File: src/rtl/store_seq.sv
// store_seq: store-accumulator sequencer with direct/indirect addressing and completed-store counter
module store_seq #(
  parameter logic [2:0] STA_OP = 3'b011
) (
  input  logic        clk,
  input  logic        rst,
  input  logic        start,
  input  logic [15:0] instr,
  input  logic [15:0] data_in,
  input  logic [15:0] mem_rdata,
  output logic [11:0] mem_addr,
  output logic [15:0] mem_wdata,
  output logic        mem_rd,
  output logic        mem_wr,
  output logic        busy,
  output logic        done,
  output logic        err,
  output logic [15:0] store_cnt
);
  localparam logic [2:0] IDLE  = 3'd0;
  localparam logic [2:0] IRD   = 3'd1;
  localparam logic [2:0] IWAIT = 3'd2;
  localparam logic [2:0] WR    = 3'd3;
  localparam logic [2:0] DONE  = 3'd4;
  logic [2:0]  r_state;
  logic [15:0] r_data;
  logic        w_legal;
  assign w_legal = instr[14:12] == STA_OP;
  always_ff @(posedge clk) begin
    if (rst) begin
      r_state   <= IDLE;
      r_data    <= '0;
      mem_addr  <= '0;
      mem_wdata <= '0;
      mem_rd    <= 1'b0;
      mem_wr    <= 1'b0;
      busy      <= 1'b0;
      done      <= 1'b0;
      err       <= 1'b0;
      store_cnt <= '0;
    end else begin
      mem_rd <= 1'b0;
      mem_wr <= 1'b0;
      done   <= 1'b0;
      err    <= 1'b0;
      case (r_state)
        IDLE: if (start) begin
          busy   <= 1'b1;
          r_data <= data_in;
          if (!w_legal) begin
            r_state <= DONE;
            done    <= 1'b1;
            err     <= 1'b1;
          end else if (instr[15]) begin
            r_state  <= IRD;
            mem_rd   <= 1'b1;
            mem_addr <= instr[11:0];
          end else begin
            r_state   <= WR;
            mem_wr    <= 1'b1;
            mem_addr  <= instr[11:0];
            mem_wdata <= data_in;
          end
        end
        IRD: r_state <= IWAIT;
        IWAIT: begin
          // pointer word's top nibble is not part of the address
          r_state   <= WR;
          mem_wr    <= 1'b1;
          mem_addr  <= mem_rdata[11:0];
          mem_wdata <= r_data;
        end
        WR: begin
          r_state   <= DONE;
          done      <= 1'b1;
          store_cnt <= store_cnt + 16'd1;
        end
        default: begin
          r_state <= IDLE;
          busy    <= 1'b0;
        end
      endcase
    end
  end
endmodule

File: config.mk
export PLATFORM = sky130hd
export DESIGN_NAME = store_seq
export DESIGN_NICKNAME = d
export VERILOG_FILES = /design/src/rtl/store_seq.sv
export SDC_FILE = /design/constraint.sdc
export NUM_CORES = 1
export LEC_CHECK = 0
export ABC_AREA = 1
export BUFFER_PORTS_ARGS = -buffer_cell sky130_fd_sc_hd__buf_2
export CORE_MARGIN = 2
export CORE_UTILIZATION = 57
export CTS_BUF_LIST = sky130_fd_sc_hd__clkbuf_4
export CTS_CLUSTER_SIZE = 8
export DETAILED_ROUTE_END_ITERATION = 10
export GPL_TIMING_DRIVEN = 0
export HOLD_SLACK_MARGIN = 0.05
export PLACE_DENSITY = 0.88
export SKIP_LAST_GASP = 1
export SLEW_MARGIN = 20
export SYNTH_ARGS = -nofsm -noshare
export SYNTH_HDL_FRONTEND = slang
export SYNTH_SLANG_ARGS = --single-unit
File: constraint.sdc
create_clock -name clk -period 2.2 [get_ports clk]
set_input_delay 0.33 -clock clk [delete_from_list [all_inputs] [get_ports clk]]
set_output_delay 0.33 -clock clk [all_outputs]
set_load 0.1 [all_outputs]
==> flow_summary.yaml, run 1 <==
worst_setup_path:
  cp_slowest_cell: "buf_2"
  cp-startpoint: "store_cnt[2]"
  slowest_delay_ns: 0.48
  cp-end-kind: "primary output"
  crit_chain: "buf_2"
  path_max_fanout: 8
  start_kind: "flip-flop"
  path_buf_inv: 1
  critPathTopFamily: "buffers and inverters"
  crit_arrival_ns: 1.35
  rr_startpoint: "r_state[0]"
  path_class: "flip-flop to primary output"
  crit_required_ns: 1.87
global_routing:
  grtUsageTotal: 0.259
  grt_busiest_layer: "met2"
  use_met2: 0.449
  gr-usage-met1: 0.305
  overflow: 0
  antenna_found_initial: 0
  grt_max_degree: 13
  grt_pass1_vias: 2926
  gr-usage-met3: 0.0575
  grt_pass1_wl_mm: 12.6
logic_synthesis:
  ys_warn_count: 0
  synth_cell_types: 27
  synthTopCellsByCount: "nand2_1 (114), nor2_1 (82), dfxtp_1 (68)"
  syn_nets: 511
  syn_area_per_cell_sq_um: 6.84
  async_flop_share: 0
  syn-cell-area_sq_um: 3140
  synth_area_leader_cell: "dfxtp_1"
  synth_top_area_share: 0.433
  synth_edf_count: 0
  yosys-top-cells-area: "dfxtp_1 (43%), nand2_1 (14%), nor2_1 (9.8%)"
  yosysMostFrequentCell: "nand2_1"
  yosysSeqAreaShare: 0.433
  syn-instance-count: 459
  ys.flop_type: "dfxtp_1"
  ys_ff_latch: 68
sta:
  setup_tns_ns: 0
  skew_ns: 0.0115
  grt_setup_unrepaired: "no"
  fin_crit_ns: 1.68
  max_slew_margin: 0.661
  hold_viol: 0
  drv_slew: 0
  worstMarginPinSlew_ns: 0.512
  setup_viol: 0
  timing.final.crit_share: 0.765
  fmax_mhz: 594
finish:
  drive_gt1_frac: 0.247
  fillCellCount: 468
  stdcell_area_sq_um: 3890
  n_antenna_cell: 0
  finish.net_count: 617
  final_cells: 642
  syn_to_final_growth_pct: 23.8
  fin_util: 0.719
clock_tree:
  clock_sinks: 68
  hold_buffers: 0
  clk_pin_slew_worst_paths_ns: 0.11
  insertion_delay_ns: 0.40
  cts_max_level: 3
  clock_path_buffers: 2
  cts_tree: "built"
  cts_resized: 0
  numCtsBuffers: 9
  cts_root_buffer: "clkbuf_4"
  postCtsSetupRepairBufs: 0
min_path:
  hold_start: "rst"
  hold_class: "primary input to flip-flop"
route:
  first_pass_iters: 4
  drc: 0
  postRouteAntennaNets: 0
  drtIter0Drc: 137
  via_count: 3199
  wire_per_inst_um: 11.8
  detail_route.vias_per_cell: 4.98
  drt-total-wl_mm: 7.61
floorplan:
  fp.dieH_um: 78.2
  num_rows: 27
  io_pins: 100
  die-area_sq_um: 6120
  coreArea_sq_um: 5410
  initial_core_util: 0.581
  die_width_um: 78.2
placement:
  dp_cells: 626
  place.gp.congestion: 0.880
  dp_hpwl_mm: 5.56
  placed_area_sq_um: 3710
  port_buffers: 95
power:
  leakagePower_nw: 1.97
  peakVddDrop_mv: 0.835
  power.density_nw_per_um2: 1070
outcome:
  outcome: "finished, final reports clean"
run:
  drv_cap: 0
==> cells in the final DEF, fill, tap and decap left out, types with 5 or more instances in the layout <==
cell type / instances
o21ai_1: 14
nand2_1: 114
dfxtp_1: 68
inv_1: 53
clkbuf_4: 9
nand3_1: 9
clkbuf_1: 5
buf_2: 99
buf_6: 8
a21oi_1: 27
nor2_1: 82
o21ai_0: 42
nand4_1: 5
==> path summary, 6_finish.rpt <==
kind | endpoint | slack, ns | cells past startpoint
worst max-delay path | store_cnt[2] | 0.52 | 1
worst min-delay path | busy | 0.15 | 2
worst min register to register | r_data[14] | 0.45 | 2
worst max register to register | mem_wdata[9] | 0.71 | 9
==> cell families (layout without fill, tap and decap cells) <==
family / count (synthesis) / after routing / share of synthesized area
AO/OA/AOI/OAI: 85 / 85 / 0.137
adder cells (fa/ha/maj): 1 / 1 / 0.00398
buffers and inverters: 77 / 188 / 0.116
flip-flops: 68 / 68 / 0.433
AND/OR/NAND/NOR: 228 / 228 / 0.310
==> through the flow <==
stage                     total power, W  hold slack (ns)  setup WS, ns
after floorplan                  0.00287            0.399         0.167
after global placement           0.00312            0.434         0.634
after detailed placement         0.00316            0.441         0.606
after CTS                        0.00418            0.122         0.504
after global routing             0.00436            0.126         0.434
final                            0.00416            0.150         0.518
==> area by class of cell <==
| class | count | area [sq um] | share of cell area |
|---|---|---|---|
| multi-input cells | 314 | 1420 | 0.364 |
| flip-flops and latches | 68 | 1360 | 0.350 |
| repair buffers | 95 | 475 | 0.122 |
| inverters | 58 | 223 | 0.0573 |
| plain buffers | 19 | 140 | 0.0360 |
| clock inverters | 7 | 115 | 0.0296 |
| well taps | 72 | 90.1 | 0.0232 |
| clock buffers | 9 | 67.6 | 0.0174 |
==> metal layers <==
metal	share of wire	routed length, um	vias up
li1	-	-	1642
met1	0.43	3260	1459
met2	0.50	3820	87
met3	0.052	395	11
met4	0.018	136	0
met5	0	0	-
==> sequential cells by signal (all words and copies together) (netlist names) <==
name	cells
busy	1
done	1
err	1
mem_addr	12
mem_rd	1
mem_wdata	16
mem_wr	1
r_data	16
r_state	3
store_cnt	16
==> power breakdown <==
group          total (W)  internal [W]  switching [W]
clock network    0.00103      0.000571       0.000458
logic            0.00164      0.000337        0.00131
registers        0.00149       0.00141      0.0000827
Note: power is estimated with default switching activity, not from simulation.
==> inputs of run 2 (changes only) <==
--- a/config.mk
+++ b/config.mk
@@ -8,13 +8,13 @@
 export ABC_AREA = 1
 export BUFFER_PORTS_ARGS = -buffer_cell sky130_fd_sc_hd__buf_2
 export CORE_MARGIN = 2
-export CORE_UTILIZATION = 57
+export CORE_UTILIZATION = 47
 export CTS_BUF_LIST = sky130_fd_sc_hd__clkbuf_4
 export CTS_CLUSTER_SIZE = 8
 export DETAILED_ROUTE_END_ITERATION = 10
 export GPL_TIMING_DRIVEN = 0
 export HOLD_SLACK_MARGIN = 0.05
-export PLACE_DENSITY = 0.88
+export PLACE_DENSITY = 0.78
 export SKIP_LAST_GASP = 1
 export SLEW_MARGIN = 20
 export SYNTH_ARGS = -nofsm -noshare
==> constraint.sdc (replaced) <==
create_clock -name clk -period 1.5 [get_ports clk]
set_input_delay 0.225 -clock clk [delete_from_list [all_inputs] [get_ports clk]]
set_output_delay 0.225 -clock clk [all_outputs]
set_load 0.1 [all_outputs]
==> flow_summary.yaml, run 2 (synthesis gave the netlist of run 1 again) <==
finish:
  finish.net_count: 620
  n_antenna_cell: 0
  syn_to_final_growth_pct: 26.8
  stdcell_area_sq_um: 3980
  fillCellCount: 606
  layout_common_cells: "nand2_1 (114), buf_2 (94), nor2_1 (80), dfxtp_1 (52), inv_1 (51)"
  final_common_cell: "nand2_1"
  drive_gt1_frac: 0.288
  largestRegisters: "mem_wdata x16, r_data x16, store_cnt x16"
  multi_input_area_sq_um: 1430
  seq_area_sq_um: 1400
global_routing:
  grt_max_degree: 12
  grt_pass1_wl_mm: 12.4
  grtUsageTotal: 0.209
  grt_pass1_vias: 2849
  overflow: 0
  antenna_found_initial: 0
clock_tree:
  clock_path_buffers: 2
  clock_sinks: 68
  cts_max_level: 3
  insertion_delay_ns: 0.41
  numCtsBuffers: 9
  cts_root_buffer: "clkbuf_4"
  cts_tree: "built"
  clk_pin_slew_worst_paths_ns: 0.11
worst_setup_path:
  slowest_delay_ns: 0.53
  r2r_end: "mem_addr[3]"
  cp_slowest_cell: "dlygate4sd3_1"
  crit_required_ns: 1.85
  crit_arrival_ns: 1.82
  cp-end-kind: "flip-flop"
  endpoint: "r_data[3]"
  path_class: "primary input to flip-flop"
  ff2ff_path_depth: 8
  r2r_slack_ns: 0.09
  cp-startpoint: "rst"
  rr_startpoint: "r_state[1]"
  crit_chain: "dlygate4sd3_1, buf_2, clkinv_1, clkbuf_1, o21ai_0, a21oi_1"
  path_max_fanout: 10
  start_kind: "primary input"
floorplan:
  die_width_um: 85.7
  fp.dieH_um: 85.7
  num_rows: 29
  io_pins: 100
  coreArea_sq_um: 6420
  initial_core_util: 0.489
  die-area_sq_um: 7350
min_path:
  hold_start: "instr[15]"
  hold_class: "primary input to flip-flop"
sta:
  hold_viol: 0
  skew_ns: 0.0122
  max_slew_margin: 0.664
  worstMarginPinSlew_ns: 0.507
  setup_viol: 0
  setup_tns_ns: 0
  fmax_mhz: 680
  timing.final.crit_share: 0.981
  fin_crit_ns: 1.47
  drv_slew: 0
outcome:
  outcome: "complete, but fails checks"
  violations: "design-rule violations"
route:
  via_count: 3164
  detail_route.vias_per_cell: 4.87
  drt-total-wl_mm: 7.61
  wire_per_inst_um: 11.7
  first_pass_iters: 7
  postRouteAntennaNets: 0
  drc: 4
  drtIter0Drc: 170
placement:
  dp_hpwl_mm: 5.58
  placed_area_sq_um: 3750
  port_buffers: 95
  place.gp.congestion: 0.882
power:
  peakVddDrop_mv: 1.22
  leakagePower_nw: 1.99
  power.density_nw_per_um2: 1530
run:
  drv_cap: 0
run 2: area by class of cell:
type,count,share of cell area
Inverter,58,0.0559
Sequential cell,68,0.352
Timing Repair Buffer,98,0.129
Buffer,19,0.0358
Clock buffer,10,0.0189
Tap cell,77,0.0242
Clock inverter,6,0.0258
Multi-Input combinational cell,314,0.358
run 2: how the worst min path moves through the flow:
stage               slack (ns)          to  cells past startpoint
floorplan                 0.29        busy                      1
global placement          0.43   r_data[6]                      2
detailed placement        0.44  r_data[10]                      2
CTS                       0.07      mem_rd                      3
global route              0.08  r_data[10]                      3
finish                    0.08      mem_rd                      3
run 2: metrics by stage:
step | setup WS [ns] | hold WS, ns | power (W) | instances | util
6_report | 0.0292 | 0.0794 | 0.00608 | 650 | 0.620
5_1_grt | -0.00172 | 0.0828 | 0.00639 | 650 | 0.620
4_1_cts | 0.0205 | 0.0677 | 0.00608 | 648 | 0.614
3_5_place_dp | 0.0535 | 0.440 | 0.00461 | 631 | 0.584
3_3_place_gp | 0.0394 | 0.434 | 0.00458 | 631 | 0.584
2_1_floorplan | 0.0115 | 0.294 | 0.00419 | 459 | -
run 2: routing by layer:
metal / GRT usage / share of wire
met1: 0.245 / 0.45
met2: 0.363 / 0.47
met3: 0.0712 / 0.065
met4: 0.0577 / 0.015
met5: 0 / 0
run 2: repair_timing:
item,CTS,global route
buffers inserted,0,2
pin swaps,0,2
gates resized for setup,1,15
hold buffers,1,0
hold endpoints to repair,3,0
gates cloned,0,0
setup endpoints to repair,1,38
run 2: power by group:
part           total (W)  switching, W  internal (W)
sequential       0.00217      0.000121       0.00205
combinational    0.00242       0.00191      0.000514
clock            0.00148      0.000633      0.000850
total            0.00608       0.00266       0.00342
run 2: worst max-delay path: cells and delay by family:
| kind | cells | cell delay (ns) |
|---|---|---|
| compound gates | 2 | 0.37 |
| buf+inv | 4 | 1.23 |
==> inputs of run 3 (changes only) <==
--- a/config.mk
+++ b/config.mk
@@ -14,7 +14,7 @@
 export DETAILED_ROUTE_END_ITERATION = 10
 export GPL_TIMING_DRIVEN = 0
 export HOLD_SLACK_MARGIN = 0.05
-export PLACE_DENSITY = 0.78
+export PLACE_DENSITY_LB_ADDON = 0.08
 export SKIP_LAST_GASP = 1
 export SLEW_MARGIN = 20
 export SYNTH_ARGS = -nofsm -noshare
==> flow_summary.yaml, run 3 (synthesis gave the netlist of run 1 again) <==
min_path:
  hold_class: "primary input to flip-flop"
  whs_endpoint: "busy"
  hold_path_depth: 2
  hold_start: "rst"
route:
  postRouteAntennaNets: 0
  detail_route.vias_per_cell: 4.82
  drc: 3
  drtIter0Drc: 98
  wire_per_inst_um: 11.5
  first_pass_iters: 7
  drt-total-wl_mm: 7.40
  via_count: 3115
sta:
  setup_tns_ns: 0
  max_slew_margin: 0.669
  fin_crit_ns: 1.44
  fmax_mhz: 695
  skew_ns: 0.0161
  worst_slack_ns: 0.0607
  grt_setup_unrepaired: "no"
  worstMarginPinSlew_ns: 0.500
  drv_slew: 0
  setup_viol: 0
  hold_viol: 0
  timing.final.crit_share: 0.960
placement:
  pre_cts_slack_ns: 0.0364
  placed_area_sq_um: 3750
  port_buffers: 95
  dp_hpwl_mm: 5.41
  place.gp.congestion: 0.826
  dp_cells: 631
worst_setup_path:
  start_kind: "flip-flop"
  ff2ff_path_depth: 9
  critPathTopFamily: "buffers and inverters"
  r2r_end: "mem_wdata[12]"
  cp-end-kind: "primary output"
  rr_startpoint: "r_state[0]"
  crit_arrival_ns: 1.21
  r2r_slack_ns: 0.09
  path_max_fanout: 7
  cp_slowest_cell: "buf_2"
  path_buf_inv: 1
  crit_required_ns: 1.27
  slowest_delay_ns: 0.43
  path_class: "flip-flop to primary output"
  crit_chain: "buf_2"
floorplan:
  coreArea_sq_um: 6420
  num_rows: 29
  initial_core_util: 0.489
  die-area_sq_um: 7350
  die_width_um: 85.7
  io_pins: 100
  fp.dieH_um: 85.7
global_routing:
  overflow: 0
  grt_max_degree: 11
  grtUsageTotal: 0.209
  grt_pass1_vias: 2860
  grt_pass1_wl_mm: 12.5
  antenna_found_initial: 0
outcome:
  outcome: "complete, but fails checks"
  violations: "design-rule violations"
finish:
  syn_to_final_growth_pct: 23.7
  n_antenna_cell: 0
  final_cells: 646
  finish.net_count: 617
  final_common_cell: "nand2_1"
  stdcell_area_sq_um: 3890
  layout_common_cells: "nand2_1 (114), buf_2 (98), nor2_1 (80), inv_1 (53), dfxtp_1 (51)"
  largestRegisters: "mem_wdata x16, r_data x16, store_cnt x16"
  seq_area_sq_um: 1400
  fillCellCount: 655
  drive_gt1_frac: 0.278
  multi_input_area_sq_um: 1420
power:
  p_int_w: 0.00307
  comb_power_share: 0.420
  peakVddDrop_mv: 0.885
  pwr-share-seq: 0.381
  leakagePower_nw: 1.95
  p_switching_w: 0.00263
  p_clk_frac: 0.200
  switching_share: 0.462
  power.density_nw_per_um2: 1470
clock_tree:
  clock_path_buffers: 2
  postCtsSetupRepairBufs: 0
  insertion_delay_ns: 0.40
  cts_root_buffer: "clkbuf_4"
  clk_pin_slew_worst_paths_ns: 0.11
  cts_tree: "built"
  clock_sinks: 68
  cts_max_level: 3
  hold_buffers: 0
  numCtsBuffers: 9
run:
  drv_cap: 0
-- run 3: changes by cell type in the layout (fill, tap and decap cells not counted), sizes merged --
| cell | before | now |
|---|---|---|
| clkbuf | 19 | 17 |
| bufinv | 3 | 1 |
| buf | 107 | 108 |
| dlygate4sd3 | 1 | 0 |
-- run 3: final cells by class --
| type | instances | area share |
|---|---|---|
| Multi-Input combinational cell | 314 | 0.366 |
| Clock buffer | 11 | 0.0212 |
| Tap cell | 77 | 0.0248 |
| Clock inverter | 4 | 0.0106 |
| Sequential cell | 68 | 0.361 |
| Timing Repair Buffer | 95 | 0.123 |
| Inverter | 58 | 0.0573 |
| Buffer | 19 | 0.0364 |
-- run 3: worst register-to-register path, delay by kind of cell (launching register included) --
family / cells / cell delay, ns
and+or+nand+nor: 7 / 0.76
DFF: 1 / 0.38
buffers and inverters: 2 / 0.20
-- run 3: layer usage --
metal	vias up	track usage	wire length (um)
met5	-	0	0
met4	0	0.0693	100
li1	1645	-	-
met2	67	0.353	3360
met3	8	0.0404	344
met1	1395	0.269	3590
-- run 3: power groups by stage --
stage               registers (W)  logic [W]  clock network, W
global route              0.00220    0.00257           0.00124
floorplan                 0.00338   0.000808                 0
detailed placement        0.00221    0.00241                 0
CTS                       0.00217    0.00241           0.00116
finish                    0.00217    0.00240           0.00114
global placement          0.00221    0.00238                 0
-- run 3: through the flow --
stage	utilization	hold WS [ns]	total power (W)
after detailed placement	0.584	0.439	0.00462
after global routing	0.605	0.0700	0.00601
after CTS	0.603	0.0611	0.00574
after floorplan	-	0.294	0.00419
final	0.605	0.0648	0.00571
after global placement	0.584	0.434	0.00459
-- run 3: worst max path at each step --
stage,end,from,depth (start not counted)
6_report,store_cnt[3],store_cnt[3],1
5_1_grt,mem_wdata[10],r_state[0],9
4_1_cts,store_cnt[2],store_cnt[2],1
3_5_place_dp,mem_wdata[8],r_state[0],6
3_3_place_gp,mem_wdata[8],r_state[0],6
2_1_floorplan,store_cnt[11],store_cnt[5],7
-- run 3: what timing repair did --
| item | CTS | global route |
|---|---|---|
| endpoints found under the setup margin | 0 | 23 |
| hold endpoints to repair | 0 | 0 |
| resized for setup | 0 | 7 |
